--- config.mk ---
export PLATFORM = sky130hd
export DESIGN_NAME = laser_safety_ctrl
export DESIGN_NICKNAME = d
export VERILOG_FILES = /design/src/rtl/laser_safety_pkg.sv /design/src/rtl/safety_timer.sv /design/src/rtl/laser_safety_ctrl.sv
export SDC_FILE = /design/constraint.sdc
export NUM_CORES = 1
export LEC_CHECK = 0
export CAP_MARGIN = 40
export CORE_ASPECT_RATIO = 0.75
export CORE_MARGIN = 5
export CORE_UTILIZATION = 55
export DETAILED_ROUTE_END_ITERATION = 8
export GPL_ROUTABILITY_DRIVEN = 0
export HOLD_SLACK_MARGIN = 0.05
export PLACE_DENSITY = 0.81
export SLEW_MARGIN = 30
export SYNTH_ARGS = -nofsm -noshare
export SYNTH_HDL_FRONTEND = slang
export SYNTH_SLANG_ARGS = --single-unit
--- constraint.sdc ---
create_clock -name clk -period 9.2 [get_ports clk]
set_clock_uncertainty 0.15 [all_clocks]
set_input_delay 0.92 -clock clk [delete_from_list [all_inputs] [get_ports clk]]
set_output_delay 0.92 -clock clk [all_outputs]
set_load 0.01 [all_outputs]
--- src/rtl/laser_safety_pkg.sv ---
// Shared constants for the laser safety sequencer.
//   - FSM state encodings (exported on ctrl_state)
//   - configuration staging register addresses
//   - bit positions inside fault_code ({rate, upper, lower})
//   - saturating increment used by the fault counter
package laser_safety_pkg;

    localparam int STATE_W = 3;

    localparam logic [STATE_W-1:0] ST_IDLE    = 3'd0;
    localparam logic [STATE_W-1:0] ST_APPLY   = 3'd1;
    localparam logic [STATE_W-1:0] ST_SETTLE  = 3'd2;
    localparam logic [STATE_W-1:0] ST_ARMED   = 3'd3;
    localparam logic [STATE_W-1:0] ST_FAULT   = 3'd4;
    localparam logic [STATE_W-1:0] ST_CLEAR   = 3'd5;
    localparam logic [STATE_W-1:0] ST_LOCKOUT = 3'd6;
    localparam logic [STATE_W-1:0] ST_LATCHED = 3'd7;

    localparam logic [1:0] CFG_PW_LOWER   = 2'd0;
    localparam logic [1:0] CFG_PW_UPPER   = 2'd1;
    localparam logic [1:0] CFG_RATE_LOWER = 2'd2;
    localparam logic [1:0] CFG_RESERVED   = 2'd3;

    localparam int FC_LOWER = 0;
    localparam int FC_UPPER = 1;
    localparam int FC_RATE  = 2;

    function automatic logic [7:0] sat_inc8(input logic [7:0] v);
        return (v == 8'hFF) ? v : v + 8'd1;
    endfunction

endpackage

--- src/rtl/safety_timer.sv ---
// Loadable down-counter shared by the timed states of laser_safety_ctrl.
// Ports:
//   clk, rst   system clock, async active-high reset
//   load       load load_val into the counter (a value of 0 is loaded as 1)
//   load_val   cycle count for the state being entered
//   done       high while the counter sits at terminal count 1, i.e. during
//              the last cycle of the timed interval
module safety_timer #(
    parameter int CNT_W = 16
) (
    input  logic             clk,
    input  logic             rst,
    input  logic             load,
    input  logic [CNT_W-1:0] load_val,
    output logic             done
);

    logic [CNT_W-1:0] count_q;
    logic [CNT_W-1:0] count_d;

    always_comb begin
        count_d = count_q;
        if (load) begin
            count_d = (load_val == '0) ? CNT_W'(1) : load_val;
        end else if (count_q != '0) begin
            count_d = count_q - CNT_W'(1);
        end
    end

    always_ff @(posedge clk or posedge rst) begin
        if (rst) begin
            count_q <= '0;
        end else begin
            count_q <= count_d;
        end
    end

    assign done = (count_q == CNT_W'(1));

endmodule

--- src/rtl/laser_safety_ctrl.sv ---
// Sequencer/configurator for the pulse-width/rate checker. Stages and
// validates limit registers, applies them atomically, arms the laser, disarms
// on any checker fail flag and runs the ack / timed clear / lockout recovery.
// Ports:
//   clk, rst                     system clock, async active-high reset
//   cfg_wr/cfg_addr/cfg_wdata    staging register write (addr 3 reserved)
//   arm_req, disarm_req          1-cycle host requests
//   ack_fault                    host acknowledge of a fault
//   fail_lower/upper/rate        checker fail flags (checker clock domain)
//   laser_ready                  laser enable (registered)
//   clear_fail                   checker fail clear (registered)
//   pw_lower_lim/pw_upper_lim/rate_lower_lim   active limits
//   fault_code                   {rate,upper,lower} captured at fault entry
//   fault_count                  saturating fault counter
//   cfg_err                      1-cycle pulse on rejected write or arm
//   ctrl_state                   current state encoding
//
// state   | meaning
// IDLE    | laser off, staging registers writable, waiting for arm_req
// APPLY   | one cycle: staging copied to the active limits
// SETTLE  | waiting SETTLE_CYCLES for the checker to see new limits
// ARMED   | laser_ready high
// FAULT   | fail seen, waiting for ack_fault
// CLEAR   | clear_fail held for CLEAR_HOLD cycles
// LOCKOUT | LOCKOUT_CYCLES hold-off before re-arm is possible
// LATCHED | too many faults, only rst leaves
module laser_safety_ctrl
    import laser_safety_pkg::*;
#(
    parameter int LIMIT_W        = 32,
    parameter int SETTLE_CYCLES  = 32,
    parameter int CLEAR_HOLD     = 16,
    parameter int LOCKOUT_CYCLES = 1000,
    parameter int MAX_FAULTS     = 4
) (
    input  logic               clk,
    input  logic               rst,
    input  logic               cfg_wr,
    input  logic [1:0]         cfg_addr,
    input  logic [LIMIT_W-1:0] cfg_wdata,
    input  logic               arm_req,
    input  logic               disarm_req,
    input  logic               ack_fault,
    input  logic               fail_lower,
    input  logic               fail_upper,
    input  logic               fail_rate,
    output logic               laser_ready,
    output logic               clear_fail,
    output logic [LIMIT_W-1:0] pw_lower_lim,
    output logic [LIMIT_W-1:0] pw_upper_lim,
    output logic [LIMIT_W-1:0] rate_lower_lim,
    output logic [2:0]         fault_code,
    output logic [7:0]         fault_count,
    output logic               cfg_err,
    output logic [2:0]         ctrl_state
);

    localparam int         TMR_W        = 16;
    localparam logic [7:0] MAX_FAULTS_C = 8'(MAX_FAULTS);

    logic [2:0] fail_raw;
    logic [2:0] fail_meta_q;
    logic [2:0] fail_sync_q;
    logic       fail_any;

    logic [STATE_W-1:0] state_q, state_d;
    logic [LIMIT_W-1:0] stg_pw_lower_q, stg_pw_lower_d;
    logic [LIMIT_W-1:0] stg_pw_upper_q, stg_pw_upper_d;
    logic [LIMIT_W-1:0] stg_rate_lower_q, stg_rate_lower_d;
    logic [LIMIT_W-1:0] act_pw_lower_q, act_pw_lower_d;
    logic [LIMIT_W-1:0] act_pw_upper_q, act_pw_upper_d;
    logic [LIMIT_W-1:0] act_rate_lower_q, act_rate_lower_d;
    logic [2:0]         fault_code_q, fault_code_d;
    logic [7:0]         fault_count_q, fault_count_d;
    logic               cfg_err_q, cfg_err_d;
    logic               laser_ready_q, laser_ready_d;
    logic               clear_fail_q, clear_fail_d;

    logic               cfg_valid;
    logic               fault_hit;
    logic               tmr_load;
    logic [TMR_W-1:0]   tmr_val;
    logic               tmr_done;

    assign fail_raw[FC_LOWER] = fail_lower;
    assign fail_raw[FC_UPPER] = fail_upper;
    assign fail_raw[FC_RATE]  = fail_rate;

    // Two-flop synchronizer per flag; the checker runs on a slower clock.
    always_ff @(posedge clk or posedge rst) begin
        if (rst) begin
            fail_meta_q <= '0;
            fail_sync_q <= '0;
        end else begin
            fail_meta_q <= fail_raw;
            fail_sync_q <= fail_meta_q;
        end
    end

    assign fail_any = |fail_sync_q;

    always_comb begin
        state_d          = state_q;
        stg_pw_lower_d   = stg_pw_lower_q;
        stg_pw_upper_d   = stg_pw_upper_q;
        stg_rate_lower_d = stg_rate_lower_q;
        act_pw_lower_d   = act_pw_lower_q;
        act_pw_upper_d   = act_pw_upper_q;
        act_rate_lower_d = act_rate_lower_q;
        fault_code_d     = fault_code_q;
        fault_count_d    = fault_count_q;
        cfg_err_d        = 1'b0;
        fault_hit        = 1'b0;

        if (cfg_wr) begin
            if (state_q == ST_IDLE) begin
                case (cfg_addr)
                    CFG_PW_LOWER:   stg_pw_lower_d   = cfg_wdata;
                    CFG_PW_UPPER:   stg_pw_upper_d   = cfg_wdata;
                    CFG_RATE_LOWER: stg_rate_lower_d = cfg_wdata;
                    default:        ;
                endcase
            end else begin
                cfg_err_d = 1'b1;
            end
        end

        // Validated against the post-write values so a write and an arm in
        // the same cycle behave as write-then-arm.
        cfg_valid = (stg_pw_lower_d < stg_pw_upper_d) &&
                    (stg_rate_lower_d > stg_pw_upper_d);

        case (state_q)
            ST_IDLE: begin
                if (arm_req) begin
                    if (cfg_valid) begin
                        state_d = ST_APPLY;
                    end else begin
                        cfg_err_d = 1'b1;
                    end
                end
            end
            ST_APPLY: begin
                act_pw_lower_d   = stg_pw_lower_q;
                act_pw_upper_d   = stg_pw_upper_q;
                act_rate_lower_d = stg_rate_lower_q;
                state_d          = ST_SETTLE;
            end
            ST_SETTLE: begin
                if (fail_any) begin
                    fault_hit = 1'b1;
                end else if (disarm_req) begin
                    state_d = ST_IDLE;
                end else if (tmr_done) begin
                    state_d = ST_ARMED;
                end
            end
            ST_ARMED: begin
                if (fail_any) begin
                    fault_hit = 1'b1;
                end else if (disarm_req) begin
                    state_d = ST_IDLE;
                end
            end
            ST_FAULT: begin
                if (ack_fault) begin
                    state_d = ST_CLEAR;
                end
            end
            ST_CLEAR: begin
                if (tmr_done) begin
                    state_d = ST_LOCKOUT;
                end
            end
            ST_LOCKOUT: begin
                if (tmr_done) begin
                    if (fail_any) begin
                        fault_hit = 1'b1;
                    end else begin
                        state_d      = ST_IDLE;
                        fault_code_d = '0;
                    end
                end
            end
            ST_LATCHED: begin
                state_d = ST_LATCHED;
            end
            default: begin
                state_d = ST_IDLE;
            end
        endcase

        if (fault_hit) begin
            fault_count_d = sat_inc8(fault_count_q);
            fault_code_d  = fail_sync_q;
            state_d       = (fault_count_d >= MAX_FAULTS_C) ? ST_LATCHED : ST_FAULT;
        end

        // Qualified with state_d so a fault or disarm drops the enable on the
        // same edge that leaves ARMED.
        laser_ready_d = (state_q == ST_ARMED) && (state_d == ST_ARMED);
        clear_fail_d  = (state_d == ST_CLEAR);
    end

    always_comb begin
        tmr_load = (state_d != state_q) &&
                   ((state_d == ST_SETTLE) || (state_d == ST_CLEAR) ||
                    (state_d == ST_LOCKOUT));
        case (state_d)
            ST_SETTLE: tmr_val = TMR_W'(SETTLE_CYCLES);
            ST_CLEAR:  tmr_val = TMR_W'(CLEAR_HOLD);
            default:   tmr_val = TMR_W'(LOCKOUT_CYCLES);
        endcase
    end

    safety_timer #(
        .CNT_W (TMR_W)
    ) u_timer (
        .clk      (clk),
        .rst      (rst),
        .load     (tmr_load),
        .load_val (tmr_val),
        .done     (tmr_done)
    );

    always_ff @(posedge clk or posedge rst) begin
        if (rst) begin
            state_q          <= ST_IDLE;
            stg_pw_lower_q   <= '0;
            stg_pw_upper_q   <= '0;
            stg_rate_lower_q <= '0;
            act_pw_lower_q   <= '0;
            act_pw_upper_q   <= '0;
            act_rate_lower_q <= '0;
            fault_code_q     <= '0;
            fault_count_q    <= '0;
            cfg_err_q        <= 1'b0;
            laser_ready_q    <= 1'b0;
            clear_fail_q     <= 1'b0;
        end else begin
            state_q          <= state_d;
            stg_pw_lower_q   <= stg_pw_lower_d;
            stg_pw_upper_q   <= stg_pw_upper_d;
            stg_rate_lower_q <= stg_rate_lower_d;
            act_pw_lower_q   <= act_pw_lower_d;
            act_pw_upper_q   <= act_pw_upper_d;
            act_rate_lower_q <= act_rate_lower_d;
            fault_code_q     <= fault_code_d;
            fault_count_q    <= fault_count_d;
            cfg_err_q        <= cfg_err_d;
            laser_ready_q    <= laser_ready_d;
            clear_fail_q     <= clear_fail_d;
        end
    end

    assign laser_ready    = laser_ready_q;
    assign clear_fail     = clear_fail_q;
    assign pw_lower_lim   = act_pw_lower_q;
    assign pw_upper_lim   = act_pw_upper_q;
    assign rate_lower_lim = act_rate_lower_q;
    assign fault_code     = fault_code_q;
    assign fault_count    = fault_count_q;
    assign cfg_err        = cfg_err_q;
    assign ctrl_state     = state_q;

endmodule

==> results.txt <==
The flow ran to the end, and the final reports show no timing, DRC or antenna violations. The routed wire length per instance is 18.9 um. The global-route usage over all layers came out at 22.0%. The endpoint arrival time on the critical path came out at 4.96 ns. By area the synthesized netlist is led by sky130_fd_sc_hd__dfrtp_1 (55%), sky130_fd_sc_hd__mux2_2 (19%), sky130_fd_sc_hd__ha_1 (7.6%), sky130_fd_sc_hd__a21oi_1 (1.8%), sky130_fd_sc_hd__inv_1 (1.7%). On the worst path, the slowest cell contributes a delay of 0.55 ns. The data required time of the critical path is 9.42 ns. The final setup violation count came out at 0. In the final layout, the share of cells above drive strength 1 is 23.5%.

IR analysis of the VDD net gives a maximum drop of 0.000164 V. The number of resized instances in the post-cts repair step came out at 0. The net count of the mapped netlist is 938. Clock latency on the worst-skew pair, taken at its later pin, is 0.50 ns. The multi-input logic area is 4530 sq um. The maximum number of pins on one net before global-route repair came out at 160. The overall via count from detail_route is 7,052. The worst-margin pin slew is 0.729 ns. The final period demand of the worst path is 4.74 ns. Dividing the detail-routed via count by the number of cells gives 5.58.

The analysis attributes to cell leakage a power of 0.00634 uW. The net total in the final layout came out at 1,101. The buffers inserted during post-CTS setup optimization is 0. Clock tree synthesis inserted a total of 23 buffers. The clock transition at the register clock pins on the worst setup and hold paths after CTS is 0.06 ns. The die extent in y is 130 um. The total count of hold-check failures in the final report was 0. Summing all non-filler instances in the final layout gives an area of 13,300 sq um. The number of input and output port buffers inserted is 155. In this run the worst path has a maximum fanout of 34. The synthesized design spends more area on one cell type than any other, namely sky130_fd_sc_hd__dfrtp_1.

The worst setup path is launched from an input port. The number of maximum-capacitance violations came out at 0. The setup TNS came out at 0 ns. The antenna diode count is 0.

The number of sinks handled by clock tree synthesis is 231. The number of core rows came out at 44. The x dimension of the die is 170 um.

Once placement finished, the instance area stood at 12,500 sq um. The synthesis warning total came out at 0. The min-delay analysis places its worst path in the category flip-flop to flip-flop. The wire length of the first global-routing pass came out at 39,800 um. The count of flip-flops with a built-in enable after synthesis came out at 0.

Synthesis produced 831 cells. The standard cell core area is 19,200 sq um. The cell type with the highest occurrence count on the critical path is sky130_fd_sc_hd__o21ai_0.

The maximum clock insertion buffer count is 3. Summed over all nets, the half-perimeter wirelength after detailed placement is 16,600 um. The starting utilization of the core area is 55.3%. The count of unique library cells instantiated by Yosys is 55. The most common flop cell mapped by yosys is sky130_fd_sc_hd__dfrtp_1. The proportion of synthesized chip area in sequential cells came out at 54.6%. The die covers 22,200 sq um. The H-tree level count is 1. The number of ports placed on the die boundary is 156. The worst setup path is captured at a flip-flop.

The portion of synthesized cell area occupied by the leading cell type came out at 54.6%. The number of pins exceeding their max-slew limit in the final report is 0. The hold buffer count at cts is 0. The number of global-route vias before repair was 7,587.

Based on the critical path, the design can be clocked at up to 211 MHz. By startpoint and endpoint, the worst setup path is classified as input port to flip-flop. After global routing the overflow that remains totals 0. The first routing iteration left 487 violations. The initial antenna violation count is 1. The share of flip-flops with an asynchronous set or reset came out at 100%. Setup repair after global routing left no endpoint under its margin. The mean area per synthesized cell came out at 12.7 sq um. The final worst-path cycle share came out at 51.5%. The number of register bits inferred by synthesis came out at 231.

The post-synthesis cell area is 10,600 sq um. Compared with the post-synthesis result, the final layout area differs by 25.7%. The filler cells instantiated in the layout total 1,384.

The number of nets with antenna violations after routing is 0. The routed design has 23,900 um of wire. For this design, the slowest cell found on the critical path is sky130_fd_sc_hd__a2111oi_0. The post-route DRC violation count came out at 0. In this run the tightest slew margin relative to its limit is 51.2%.

TritonCTS built the clock tree. The critical path goes through clkdlybuf4s50_1 -> nor2b_1 -> nand2_2 -> buf_4 -> mux2_2 -> inv_1 -> ha_1 -> and4_1 -> a221o_1 -> a2111oi_0 -> o21ai_0 -> o211ai_1 -> o21ai_0. The first detailed-routing pass took 4 iterations. The area occupied by registers came out at 5780 sq um. The power per cell area is 292 nW/um^2. The tree is rooted in a sky130_fd_sc_hd__clkbuf_16.
-- worst paths after layout --
path                                                        to                startpoint  cells after the start  slack (ns)
worst max-delay path                   ctrl_state[0]$_DFF_PP0_               cfg_addr[0]                     13        4.46
worst min-delay path                  fail_sync_q[0]$_DFF_PP0_  fail_meta_q[0]$_DFF_PP0_                      0        0.20
worst max register to register         ctrl_state[0]$_DFF_PP0_   ctrl_state[1]$_DFF_PP0_                     11        4.75
worst min register to register        fail_sync_q[0]$_DFF_PP0_  fail_meta_q[0]$_DFF_PP0_                      0        0.20
max in group asynchronous         pw_upper_lim[11]$_DFFE_PP0P_                       rst                      4        7.28
min in group asynchronous       rate_lower_lim[27]$_DFFE_PP0P_                       rst                      2        0.69
-- where the power goes --
part           internal [uW]  switching [uW]  total, uW
sequential              1340             216       1560
combinational            746             607       1350
clock                    590             383        973
total                   2680            1210       3880
-- cell type report --
cell class,count,area share (%)
flip-flops and latches,231,43.4
multi-input cells,524,34.0
well taps,253,2.38
clock inverters,5,0.620
repair buffers,165,12.8
clock buffers,36,5.36
inverters,49,1.48
-- worst max-delay path, delay by kind of cell --
kind / cells / cell delay (ns)
adders and majority gates: 1 / 0.26
and+or+nand+nor: 3 / 0.55
muxes: 1 / 0.42
AOI/OAI and AO/OA: 5 / 1.70
buffers and inverters: 3 / 1.10
-- layer usage --
layer	part of all wire, %	routed length, um	track usage [%]
met1	48	11600	32.7
met2	46	10900	35.0
met3	4.4	1060	3.76
met5	0.054	13	0
met4	1.4	340	3.66
-- flip-flops by register name, indices dropped and copies added, names as in the netlist --
register	count
cfg_err	1
clear_fail	1
ctrl_state	3
fail_meta_q	3
fail_sync_q	3
fault_code	3
fault_count	8
laser_ready	1
pw_lower_lim	32
pw_upper_lim	32
rate_lower_lim	32
stg_pw_lower_q	32
stg_pw_upper_q	32
stg_rate_lower_q	32
u_timer.count_q	16
-- layout by cell type, fill, tap and decap left out, types with 14 or more instances in the layout --
cell	count
sky130_fd_sc_hd__nand3_1	19
sky130_fd_sc_hd__clkdlybuf4s50_1	155
sky130_fd_sc_hd__o21ai_0	16
sky130_fd_sc_hd__mux2i_1	14
sky130_fd_sc_hd__a21oi_1	38
sky130_fd_sc_hd__inv_1	47
sky130_fd_sc_hd__ha_1	64
sky130_fd_sc_hd__clkbuf_16	23
sky130_fd_sc_hd__nor2_1	31
sky130_fd_sc_hd__mux2_2	178
sky130_fd_sc_hd__nand2_1	36
sky130_fd_sc_hd__dfrtp_1	231
-- synthesized netlist by cell type, types with 3 or more instances --
cell,n
sky130_fd_sc_hd__nor2_1,31
sky130_fd_sc_hd__a22o_1,4
sky130_fd_sc_hd__dfrtp_1,231
sky130_fd_sc_hd__a21oi_1,38
sky130_fd_sc_hd__or3_1,4
sky130_fd_sc_hd__ha_1,64
sky130_fd_sc_hd__o21a_1,4
sky130_fd_sc_hd__and3_1,4
sky130_fd_sc_hd__o211ai_1,5
sky130_fd_sc_hd__mux2i_1,14
sky130_fd_sc_hd__xor2_1,10
sky130_fd_sc_hd__nor2b_1,7
sky130_fd_sc_hd__nor3_1,13
sky130_fd_sc_hd__a21o_1,3
sky130_fd_sc_hd__a31oi_1,3
sky130_fd_sc_hd__nand2b_1,4
sky130_fd_sc_hd__a221o_1,4
sky130_fd_sc_hd__nand4_1,12
sky130_fd_sc_hd__nand2_1,38
sky130_fd_sc_hd__o21ai_0,16
sky130_fd_sc_hd__nand3_1,19
sky130_fd_sc_hd__buf_2,7
sky130_fd_sc_hd__or2_2,3
sky130_fd_sc_hd__xnor2_1,7
sky130_fd_sc_hd__clkbuf_1,19
sky130_fd_sc_hd__mux2_2,178
sky130_fd_sc_hd__inv_1,48
sky130_fd_sc_hd__nor4_1,6
-- through the flow --
step | std cells | util, % | power [uW] | hold WS [ns] | worst slack, ns
floorplan | 831 | - | 2280 | 0.181 | 1.80
global placement | 1217 | 64.8 | 2880 | 0.183 | 4.06
detailed placement | 1219 | 65.1 | 2910 | 0.196 | 3.99
CTS | 1260 | 69.2 | 3910 | 0.205 | 4.54
global route | 1263 | 69.5 | 4130 | 0.208 | 4.32
finish | 1263 | 69.5 | 3880 | 0.201 | 4.46
-- kinds of logic after synthesis --
kind of cell / Yosys count / synth area share [%]
adders and majority gates: 64 / 7.56
buffers and inverters: 76 / 2.78
AOI/OAI and AO/OA: 96 / 5.85
and+or+nand+nor: 153 / 7.32
DFF: 231 / 54.6
muxes: 194 / 20.5
xor gates and xnor gates: 17 / 1.41
No activity file was read; power rests on OpenSTA's default activity.
